`src/rtl/register_controller_if.sv`:
```
// Request/command bundle between a requester and register_controller.
// The slave modport is the controller side; the master modport is the requester side.
interface register_controller_if #(
  parameter int unsigned DATA_WIDTH  = 4,
  parameter int unsigned COUNT_WIDTH = 3
);
  logic                   reqValidController;
  logic                   reqReadyController;
  logic [1:0]             reqOpController;
  logic [DATA_WIDTH-1:0]  reqDataController;
  logic [COUNT_WIDTH-1:0] reqCountController;
  logic [2:0]             comandController;
  logic [DATA_WIDTH-1:0]  dataController;
  logic                   doneController;
  logic [DATA_WIDTH-1:0]  mirrorController;

  modport slave (
    input  reqValidController, reqOpController, reqDataController, reqCountController,
    output reqReadyController, comandController, dataController, doneController,
    output mirrorController
  );

  modport master (
    output reqValidController, reqOpController, reqDataController, reqCountController,
    input  reqReadyController, comandController, dataController, doneController,
    input  mirrorController
  );
endinterface

```
`src/rtl/register_controller.sv`:
```
// Expands clear/load/shift-by-N requests into per-cycle commands for a 4-bit register.
// Define CONTROLLER_MIRROR_EN to build a shadow copy of the register value on mirrorController.
module register_controller #(
  parameter int unsigned DATA_WIDTH  = 4,
  parameter int unsigned COUNT_WIDTH = 3
) (
  input logic                  clockController,
  input logic                  resetController,
  register_controller_if.slave bus
);

  localparam int unsigned CMD_W = 3;
  localparam int unsigned LEN_W = ($clog2(DATA_WIDTH + 1) > COUNT_WIDTH) ?
                                  $clog2(DATA_WIDTH + 1) : COUNT_WIDTH;

  localparam logic [CMD_W-1:0] CMD_HOLD = 3'b000;
  localparam logic [CMD_W-1:0] CMD_RST  = 3'b001;
  localparam logic [CMD_W-1:0] CMD_LOAD = 3'b010;
  localparam logic [CMD_W-1:0] CMD_SL   = 3'b011;
  localparam logic [CMD_W-1:0] CMD_SR   = 3'b100;

  typedef enum logic [1:0] {S_IDLE, S_ISSUE, S_SHIFT, S_DONE} state_e;

  state_e                state_q;
  logic [CMD_W-1:0]      cmd_q;
  logic [DATA_WIDTH-1:0] data_q;
  logic                  done_q;
  logic                  ready_q;
  logic [LEN_W-1:0]      cnt_q;
  logic [LEN_W-1:0]      req_len_c;
  logic [LEN_W-1:0]      shift_len_c;

  // Shifting beyond the register width has no further effect, so clamp the step count.
  always_comb begin
    req_len_c   = LEN_W'(bus.reqCountController);
    shift_len_c = (req_len_c > LEN_W'(DATA_WIDTH)) ? LEN_W'(DATA_WIDTH) : req_len_c;
  end

  always_ff @(posedge clockController) begin
    if (resetController) begin
      state_q <= S_IDLE;
      cmd_q   <= CMD_HOLD;
      data_q  <= '0;
      done_q  <= 1'b0;
      ready_q <= 1'b1;
      cnt_q   <= '0;
    end else begin
      done_q <= 1'b0;
      unique case (state_q)
        S_IDLE: begin
          if (bus.reqValidController && ready_q) begin
            ready_q <= 1'b0;
            case (bus.reqOpController)
              2'b00: begin
                cmd_q   <= CMD_RST;
                state_q <= S_ISSUE;
              end
              2'b01: begin
                cmd_q   <= CMD_LOAD;
                data_q  <= bus.reqDataController;
                state_q <= S_ISSUE;
              end
              default: begin
                if (shift_len_c == '0) begin
                  done_q  <= 1'b1;
                  state_q <= S_DONE;
                end else begin
                  cmd_q   <= bus.reqOpController[0] ? CMD_SR : CMD_SL;
                  cnt_q   <= shift_len_c;
                  state_q <= S_SHIFT;
                end
              end
            endcase
          end
        end
        S_ISSUE: begin
          cmd_q   <= CMD_HOLD;
          done_q  <= 1'b1;
          state_q <= S_DONE;
        end
        S_SHIFT: begin
          if (cnt_q == LEN_W'(1)) begin
            cmd_q   <= CMD_HOLD;
            done_q  <= 1'b1;
            state_q <= S_DONE;
          end else begin
            cnt_q <= cnt_q - LEN_W'(1);
          end
        end
        S_DONE: begin
          ready_q <= 1'b1;
          state_q <= S_IDLE;
        end
      endcase
    end
  end

  assign bus.comandController   = cmd_q;
  assign bus.dataController     = data_q;
  assign bus.doneController     = done_q;
  assign bus.reqReadyController = ready_q;

`ifdef CONTROLLER_MIRROR_EN
  logic [DATA_WIDTH-1:0] mirror_q;

  // Applies the issued command at the same edge the register samples it.
  always_ff @(posedge clockController) begin
    if (resetController) begin
      mirror_q <= '0;
    end else begin
      case (cmd_q)
        CMD_RST:  mirror_q <= '0;
        CMD_LOAD: mirror_q <= data_q;
        CMD_SL:   mirror_q <= {mirror_q[DATA_WIDTH-2:0], 1'b0};
        CMD_SR:   mirror_q <= {1'b0, mirror_q[DATA_WIDTH-1:1]};
        default:  mirror_q <= mirror_q;
      endcase
    end
  end

  assign bus.mirrorController = mirror_q;
`else
  assign bus.mirrorController = '0;
`endif

endmodule
```
`src/flat_wrapper.sv`:
```
// flat-port wrapper written by rule: the top's interface ports become plain ports
module register_controller_flat 
#(
  parameter int unsigned DATA_WIDTH  = 4,
  parameter int unsigned COUNT_WIDTH = 3
)
  (clockController, resetController, bus_reqValidController, bus_reqOpController, bus_reqDataController, bus_reqCountController, bus_reqReadyController, bus_comandController, bus_dataController, bus_doneController, bus_mirrorController);
  register_controller_if #(.DATA_WIDTH(DATA_WIDTH), .COUNT_WIDTH(COUNT_WIDTH)) bus_i ();
  input logic clockController;
  input logic resetController;
  input wire logic [$bits(bus_i.reqValidController)-1:0] bus_reqValidController;
  input wire logic [$bits(bus_i.reqOpController)-1:0] bus_reqOpController;
  input wire logic [$bits(bus_i.reqDataController)-1:0] bus_reqDataController;
  input wire logic [$bits(bus_i.reqCountController)-1:0] bus_reqCountController;
  output wire logic [$bits(bus_i.reqReadyController)-1:0] bus_reqReadyController;
  output wire logic [$bits(bus_i.comandController)-1:0] bus_comandController;
  output wire logic [$bits(bus_i.dataController)-1:0] bus_dataController;
  output wire logic [$bits(bus_i.doneController)-1:0] bus_doneController;
  output wire logic [$bits(bus_i.mirrorController)-1:0] bus_mirrorController;
  assign bus_i.reqValidController = bus_reqValidController;
  assign bus_i.reqOpController = bus_reqOpController;
  assign bus_i.reqDataController = bus_reqDataController;
  assign bus_i.reqCountController = bus_reqCountController;
  assign bus_reqReadyController = bus_i.reqReadyController;
  assign bus_comandController = bus_i.comandController;
  assign bus_dataController = bus_i.dataController;
  assign bus_doneController = bus_i.doneController;
  assign bus_mirrorController = bus_i.mirrorController;
  register_controller #(.DATA_WIDTH(DATA_WIDTH), .COUNT_WIDTH(COUNT_WIDTH)) u_core (.clockController(clockController), .resetController(resetController), .bus(bus_i));
endmodule
```
`config.mk`:
```
export PLATFORM = sky130hd
export DESIGN_NAME = register_controller_flat
export DESIGN_NICKNAME = d
export VERILOG_FILES = /design/src/rtl/register_controller_if.sv /design/src/rtl/register_controller.sv /design/src/flat_wrapper.sv
export SDC_FILE = /design/constraint.sdc
export NUM_CORES = 1
export LEC_CHECK = 0
export ABC_CLOCK_PERIOD_IN_PS = 1900
export CELL_PAD_IN_SITES_DETAIL_PLACEMENT = 2
export CELL_PAD_IN_SITES_GLOBAL_PLACEMENT = 2
export CORE_ASPECT_RATIO = 0.8
export CORE_MARGIN = 8
export CORE_UTILIZATION = 24
export DETAILED_ROUTE_END_ITERATION = 6
export GPL_TIMING_DRIVEN = 0
export PLACE_DENSITY_LB_ADDON = 0.05
export SETUP_SLACK_MARGIN = 0.05
export SKIP_LAST_GASP = 1
export SYNTH_ARGS = -nofsm -noshare
export SYNTH_HDL_FRONTEND = slang
export SYNTH_SLANG_ARGS = --single-unit
```
`constraint.sdc`:
```
create_clock -name clockController -period 1.9 [get_ports clockController]
set_clock_uncertainty 0.05 [all_clocks]
set_input_delay 0.38 -clock clockController [delete_from_list [all_inputs] [get_ports clockController]]
set_output_delay 0.38 -clock clockController [all_outputs]
set_load 0.05 [all_outputs]
```
# After elaboration in Yosys (flattened, before gate mapping)
# Index checks and enable logic that the tools add are counted.
# totals
output_inout_bits	13
regBits	14
# op_classes
order_cmp	1
eq_ne	11
n_reduce_logical	13
mux	24
addsub	1
# op_table
op	count
2-to-1 mux 3 bit	9
case mux 3 bit (2 select lines)	2
case mux 3 bit (3 select lines)	1
case mux 2 bit (4 select lines)	1
2-to-1 mux 1 bit	6
2-to-1 mux 2 bit	3
inequality test 2 bit, second input constant	3
AND reduction 5 bit	1
equality test 2 x 1 -> 1 bit, second input constant	2
equality test 2 bit, second input constant	2
zero test 2 bit	2
inequality test 2 x 1 -> 1 bit, second input constant	2
inequality test 4 bit, second input constant	1
AND reduction 2 bit	2
AND reduction 4 bit	1
nonzero test 2 bit	2
equality test 3 x 1 -> 1 bit, second input constant	1
greater-than comparator 3 bit, second input constant	1
zero test 3 bit	1
case mux 1 bit (3 select lines)	1
AND reduction 3 bit	1
nonzero test 3 bit	1
subtractor 3 x 1 -> 3 bit, second input constant	1
case mux 1 bit (2 select lines)	1
other kinds (2)	2

# Longest topological paths before layout
# Gate-level depths: netlist of run 1.
# logic_depth
ltp_word	7
mapped_depth	7

# Least setup slack after synthesis of run 1
# No wires, ideal clock.
# synth_path
path_kind	flip-flop to flip-flop
startpoint	reg u_core.state_q[0]
endpoint	reg u_core.cnt_q[1]
path_stages_with_launch	7
path_slack_ns	-0.017
arrival_time_ns	1.780
setup_time_ns	0.087
synth_period_minus_slack_ns	1.917
n_path_buf	0
path_cell_list	dfxtp_1 > inv_1 > ha_1 > a21boi_4 > or3_4 > or4_1 > o31ai_1
# synth_via
elab_chain_cells	3
elab_cells_between_ends	9
# synth_lines
item	line_no	source
from (decl)	register_controller.sv:24	state_e state_q;
from (signal assigned)	register_controller.sv:41	state_q <= S_IDLE;
from (signal assigned)	register_controller.sv:56	state_q <= S_ISSUE;
from (signal assigned)	register_controller.sv:61	state_q <= S_ISSUE;
equality test 2 bit or zero test 2 bit (tied branches)	register_controller.sv:49	unique case (state_q)
inequality test 2 bit (no source line) (tied with other cells)	n/a	
AND reduction 5 bit (no source line)	n/a	
to (signal assigned)	register_controller.sv:69	cnt_q <= shift_len_c;
to (signal assigned)	register_controller.sv:87	cnt_q <= cnt_q - LEN_W'(1);
to (decl)	register_controller.sv:29	logic [LEN_W-1:0] cnt_q;
# Several ways; a longest one is shown, not always the timed one.
# A chain may end at the register's enable or synchronous reset.

# Worst setup path in the final report of run 1
# Ends and elaborated chain as after synthesis.

==> results_dict.tcl, run 1 <==
set metrics [dict create \
    core_um2 3495 \
    clockBufferDepth 2 \
    start_util_pct 25.38 \
    final_common_cell "a21oi_1" \
    grt_use_total_pct 9.446 \
    cts_buffers 3 \
    dieArea_um2 5910 \
    hold_viol_final 0 \
    finalSetupViolations 0 \
    row_count 19 \
    fp.dieH_um 70.38 \
    drv_slew 0 \
    ys_warn_count 0 \
    dp_cells 170 \
    synth_area_per_cell_um2 8.449 \
    viasPerCell 4.826 \
    worstPathArrival_ps 1970 \
    fillerInstances 393 \
    num_vias 859 \
    p_leak_nw 0.6604 \
    fin_crit_ps 1849 \
    critical_path_class "flop to flop" \
    min_path_cells 2 \
    cp-start-kind "flop" \
    grt_max_degree 11 \
    postSynthCellCount 105 \
    ys_types 29 \
    cts_hold_buf 0 \
    drc_errors 0 \
    worstPathRequired_ps 2020 \
    insertion_delay_ps 250 \
    synth_area_um2 887.1 \
    io_pins 25 \
    fin_cells 178 \
    multi_input_area_um2 608.1 \
    status "finished, final reports clean" \
    crit_fanout 9 \
    end_kind "flop" \
    layout_common_cells "a21oi_1, clkdlybuf4s50_1, dfxtp_1" \
    grt_setup_unrepaired "yes" \
    postRouteAntennaNets 0 \
    maxCapViolations 0 \
    dp_hpwl_mm 2.037 \
    cts-root-buf "clkbuf_8" \
    dr.pass1.iters 4 \
    n_antenna_cell 0 \
    routed_wl_mm 2.751 \
    grt_busiest_layer "met2" \
    h-tree-depth 1 \
    initialDrtViolationCount 22 \
    hp-class "flop to flop" \
    preCtsSetupSlack_ps -496.2 \
    post-route-period-util_pct 97.32 \
    total_power_w 0.001884 \
    fmax_mhz 540.8 \
    finalWorstSetupSlack_ps 50.97 \
    grt_pass1_vias 912 \
    drive_above_1_share_pct 25.74 \
    gp_congestion 0.7522 \
    grt_use_met2_pct 15.06 \
    seqCellArea_um2 289.0 \
    grt-ovfl-total 0 \
    relSlewSlack_pct 63.39 \
    wl_per_cell_um 15.46 \
    clkTransAtPathRegs_ps 60 \
    seq_area_frac_synth_pct 31.59 \
    cts_tree "yes" \
    die_w_um 83.97 \
    antenna_found_initial 0 \
    worst_pin_slew_ps 549.1 \
    grtUsageMet1_pct 12.02 \
    r2r_cells 8 \
    power_density_nw_per_um2 1402 \
    port_buffers 20 \
    grt_pass1_wl_mm 4.547 \
    layout.nets 160 \
    grt_use_met3_pct 3.244 \
    clock_sinks 14 \
    peakVddDrop_mv 0.3554 \
    ys_ff_latch 14 \
    area_delta_synth_final_pct 51.48 \
]
## metrics by stage
| step | utilization, % | TNS [ps] | hold WS, ps | area [um^2] |
|---|---|---|---|---|
| floorplan | - | 0 | 413.8 | 903.4 |
| global placement | 33.08 | -2954 | 395.9 | 1156 |
| detailed placement | 33.08 | -3168 | 409.6 | 1156 |
| CTS | 36.31 | 0 | 423.1 | 1269 |
| global route | 38.45 | -48.25 | 440.8 | 1344 |
| finish | 38.45 | 0 | 415.1 | 1344 |
## cells in the mapped netlist
cell type / number / area share (%)
a211o_1: 1 / 0.99
a211oi_1: 2 / 1.7
a21boi_4: 1 / 2.1
a21oi_1: 13 / 7.3
a221oi_1: 1 / 0.99
a221oi_2: 1 / 1.7
a311oi_1: 1 / 0.99
a41o_1: 3 / 3.4
and3_1: 1 / 0.71
and3b_1: 1 / 0.99
buf_2: 1 / 0.56
buf_4: 5 / 4.2
clkbuf_1: 2 / 0.85
conb_1: 1 / 0.42
dfxtp_1: 14 / 32
ha_1: 10 / 14
inv_1: 11 / 4.7
nand2_1: 6 / 2.5
nand2b_1: 4 / 2.8
nand3_1: 5 / 2.8
nor2_1: 7 / 3.0
nor3_1: 2 / 1.1
nor3b_1: 3 / 2.5
o21ai_0: 1 / 0.56
o21bai_1: 2 / 1.7
o31a_1: 1 / 0.99
o31ai_1: 2 / 1.7
or3_4: 1 / 1.3
or4_1: 2 / 1.7
## logic make-up after synthesis
kind of cell             after synthesis  share of synthesized area, %
adder cells (fa/ha/maj)               10                         14.10
AO/OA/AOI/OAI                         29                         24.12
buffers and inverters                 19                         10.30
other                                  1                        0.4227
flip-flops                            14                         31.59
AND/OR/NAND/NOR                       32                         19.46
## worst max-delay path, stage by stage, from the launching register on
cell and delay, ps:
dfxtp_4 360, inv_4 50, ha_4 150, buf_6 110, buf_4 160, nor3b_1 230, a21oi_1 70, or4_4 520
o31ai_2 70
## cell type report
cell class	count	share of cell area, %
inverters	11	3.259
repair buffers	25	18.53
clock buffers	3	3.073
well taps	42	3.911
multi-input cells	75	45.25
flip-flops and latches	14	21.51
plain buffers	8	4.469
## path summary, 6_finish.rpt
path | slack, ps | from | end
min | 420 | u_core.bus.dataController[0]$_SDFFE_PP0P_ | u_core.bus.dataController[0]$_SDFFE_PP0P_
min reg2reg | 420 | u_core.bus.dataController[0]$_SDFFE_PP0P_ | u_core.bus.dataController[0]$_SDFFE_PP0P_
max | 50 | u_core.state_q[0]$_SDFFE_PP0P_ | u_core.cnt_q[1]$_SDFFE_PP0P_
max reg2reg | 50 | u_core.state_q[0]$_SDFFE_PP0P_ | u_core.cnt_q[1]$_SDFFE_PP0P_
## layer usage
metal / share of wire [%] / vias up
met3: 4.3 / 3
met1: 50 / 413
met5: 0 / -
met4: 0.44 / 0
met2: 45 / 14
li1: - / 429
## flip-flops by register name, summed over array words and instances, names as in the netlist
signal	count
u_core.bus.comandController	3
u_core.state_q	2
u_core.bus.reqReadyController	1
u_core.bus.doneController	1
u_core.bus.dataController	4
u_core.cnt_q	3
## power breakdown
group          internal, W  switching, W  leakage, nW  total (W)
Clock             0.000141      0.000110       0.0216   0.000250
Sequential        0.000389     0.0000747        0.116   0.000464
Combinational     0.000501      0.000670        0.523    0.00117
## timing repair
action,in CTS,in global routing
resized for setup,20,14
setup buffers,3,2
gates cloned,0,0
endpoints found under the setup margin,7,12
pin swaps,6,6
Power figures use the tool's default switching activity.
==> inputs of run 2 (changes only) <==
--- a/config.mk
+++ b/config.mk
@@ -13,6 +13,7 @@
 export CORE_UTILIZATION = 24
 export DETAILED_ROUTE_END_ITERATION = 6
 export GPL_TIMING_DRIVEN = 0
+export HOLD_SLACK_MARGIN = 0.03
 export PLACE_DENSITY_LB_ADDON = 0.05
 export SETUP_SLACK_MARGIN = 0.05
 export SKIP_LAST_GASP = 1
==> constraint.sdc (replaced) <==
create_clock -name clockController -period 1.9 [get_ports clockController]
set_clock_uncertainty 0.05 [all_clocks]
set_input_delay 0.285 -clock clockController [delete_from_list [all_inputs] [get_ports clockController]]
set_output_delay 0.285 -clock clockController [all_outputs]
set_load 0.05 [all_outputs]
==> results_dict.tcl, run 2 (synthesized netlist as in run 1, its figures left out) <==
set metrics [dict create \
    status "finished, final reports clean" \
    clock_sinks 14 \
    grt_max_degree 11 \
    worstPathRequired_ps 2010 \
    routed_wl_mm 2.669 \
    cts_hold_buf 0 \
    maxCapViolations 0 \
    seqCellArea_um2 289.0 \
    cpMaxStageDelayCell "or4_4" \
    power_density_nw_per_um2 1404 \
    path_cells "inv_2 -> ha_2 -> and3b_1 -> or3_4 -> or4_4 -> o31ai_1" \
    fin_crit_ps 1876 \
    h-tree-depth 1 \
    grt_use_total_pct 9.422 \
    clkTransAtPathRegs_ps 60 \
    fmax_mhz 533.0 \
    dpl_cell_area_um2 1156 \
    cts_tree "yes" \
    postRouteAntennaNets 0 \
    relSlewSlack_pct 63.25 \
    drc_errors 0 \
    critPathBufInv 1 \
    post-route-period-util_pct 98.74 \
    grt-ovfl-total 0 \
    worstPathArrival_ps 1990 \
    clockBufferDepth 2 \
    start_util_pct 25.38 \
    drv_slew 0 \
    fillerInstances 405 \
    viasPerCell 4.847 \
    core_um2 3495 \
    layout_common_cells "clkdlybuf4s50_1, a21oi_1, dfxtp_1" \
    multi_input_area_um2 578.1 \
    cts_buffers 3 \
    hp-class "flop to flop" \
    die_w_um 83.97 \
    finalSetupViolations 0 \
    final_common_cell "clkdlybuf4s50_1" \
    final_util_pct 36.77 \
    grt_pass1_vias 912 \
    tns_ps 0 \
    fp.dieH_um 70.38 \
    layout.nets 158 \
    io_pins 25 \
    wl_per_cell_um 15.16 \
    r2r_setup_slack_ps 20 \
    initialDrtViolationCount 24 \
    min_path_cells 2 \
    dieArea_um2 5910 \
    r2r_cells 6 \
    insertion_delay_ps 250 \
    n_antenna_cell 0 \
    cp-start-kind "flop" \
    grt_pass1_wl_mm 4.533 \
    num_vias 853 \
    end_kind "flop" \
    critical_path_class "flop to flop" \
    port_buffers 20 \
    cpPeakStageDelay_ps 510 \
    worst_pin_slew_ps 551.3 \
    final_area_um2 1285 \
    p_leak_nw 0.5411 \
    hold_viol_final 0 \
    antenna_found_initial 0 \
    cp_top_family "simple AND/OR/NAND/NOR gates" \
    grt_setup_unrepaired "yes" \
    dp_hpwl_mm 2.037 \
    dr.pass1.iters 4 \
    peakVddDrop_mv 0.3448 \
    gp_congestion 0.7522 \
    path_depth 6 \
    largest_reg_flops 4 \
    row_count 19 \
    crit_fanout 4 \
    drive_above_1_share_pct 22.39 \
    cts-root-buf "clkbuf_8" \
    area_delta_synth_final_pct 44.85 \
]
-- run 2: timing repair --
item / 4_1_cts / 5_1_grt
setup buffers: 3 / 0
pin swaps: 6 / 2
hold endpoints to repair: 0 / 0
resized for setup: 18 / 4
cloned: 0 / 0
endpoints found under the setup margin: 6 / 6
-- run 2: worst register-to-register path: stages, from the launching register on --
cell and delay (ps):
dfxtp_1 320, inv_2 60, ha_2 170, and3b_1 190, or3_4 400, or4_4 510, o31ai_1 80
-- run 2: routing by layer --
layer	vias to the layer above	global-route usage, %	part of all wire [%]
met5	-	0	0
met4	0	1.721	0.45
met3	3	3.244	3.6
met2	14	15.06	45
met1	414	11.95	51
li1	422	-	-
-- run 2: final cells by class --
type	instances	area share, %
Multi-Input combinational cell	75	44.99
Sequential cell	14	22.49
Timing Repair Buffer	23	17.14
Buffer	8	4.674
Tap cell	42	4.090
Inverter	11	3.408
Clock buffer	3	3.213
-- run 2: worst paths after layout --
kind | start | to
worst min register to register | u_core.bus.dataController[0]$_SDFFE_PP0P_ | u_core.bus.dataController[0]$_SDFFE_PP0P_
worst max-delay path | u_core.cnt_q[1]$_SDFFE_PP0P_ | u_core.cnt_q[0]$_SDFFE_PP0P_
worst max register to register | u_core.cnt_q[1]$_SDFFE_PP0P_ | u_core.cnt_q[0]$_SDFFE_PP0P_
worst min-delay path | u_core.bus.dataController[0]$_SDFFE_PP0P_ | u_core.bus.dataController[0]$_SDFFE_PP0P_
-- run 2: report_power, final --
part	total (W)	internal, W	switching [W]
logic	0.00109	0.000463	0.000628
registers	0.000462	0.000389	0.0000728
clock network	0.000252	0.000141	0.000111
total	0.00180	0.000992	0.000812
-- run 2: through the flow --
stage,setup slack [ps],hold WS [ps],instances,power [W]
detailed placement,-401.2,409.6,170,0.001386
global route,-43.42,442.4,176,0.001955
finish,23.91,418.1,176,0.001804
CTS,10.16,423.1,176,0.001791
global placement,-381.1,395.9,170,0.001375
floorplan,65.13,338.5,108,0.001117
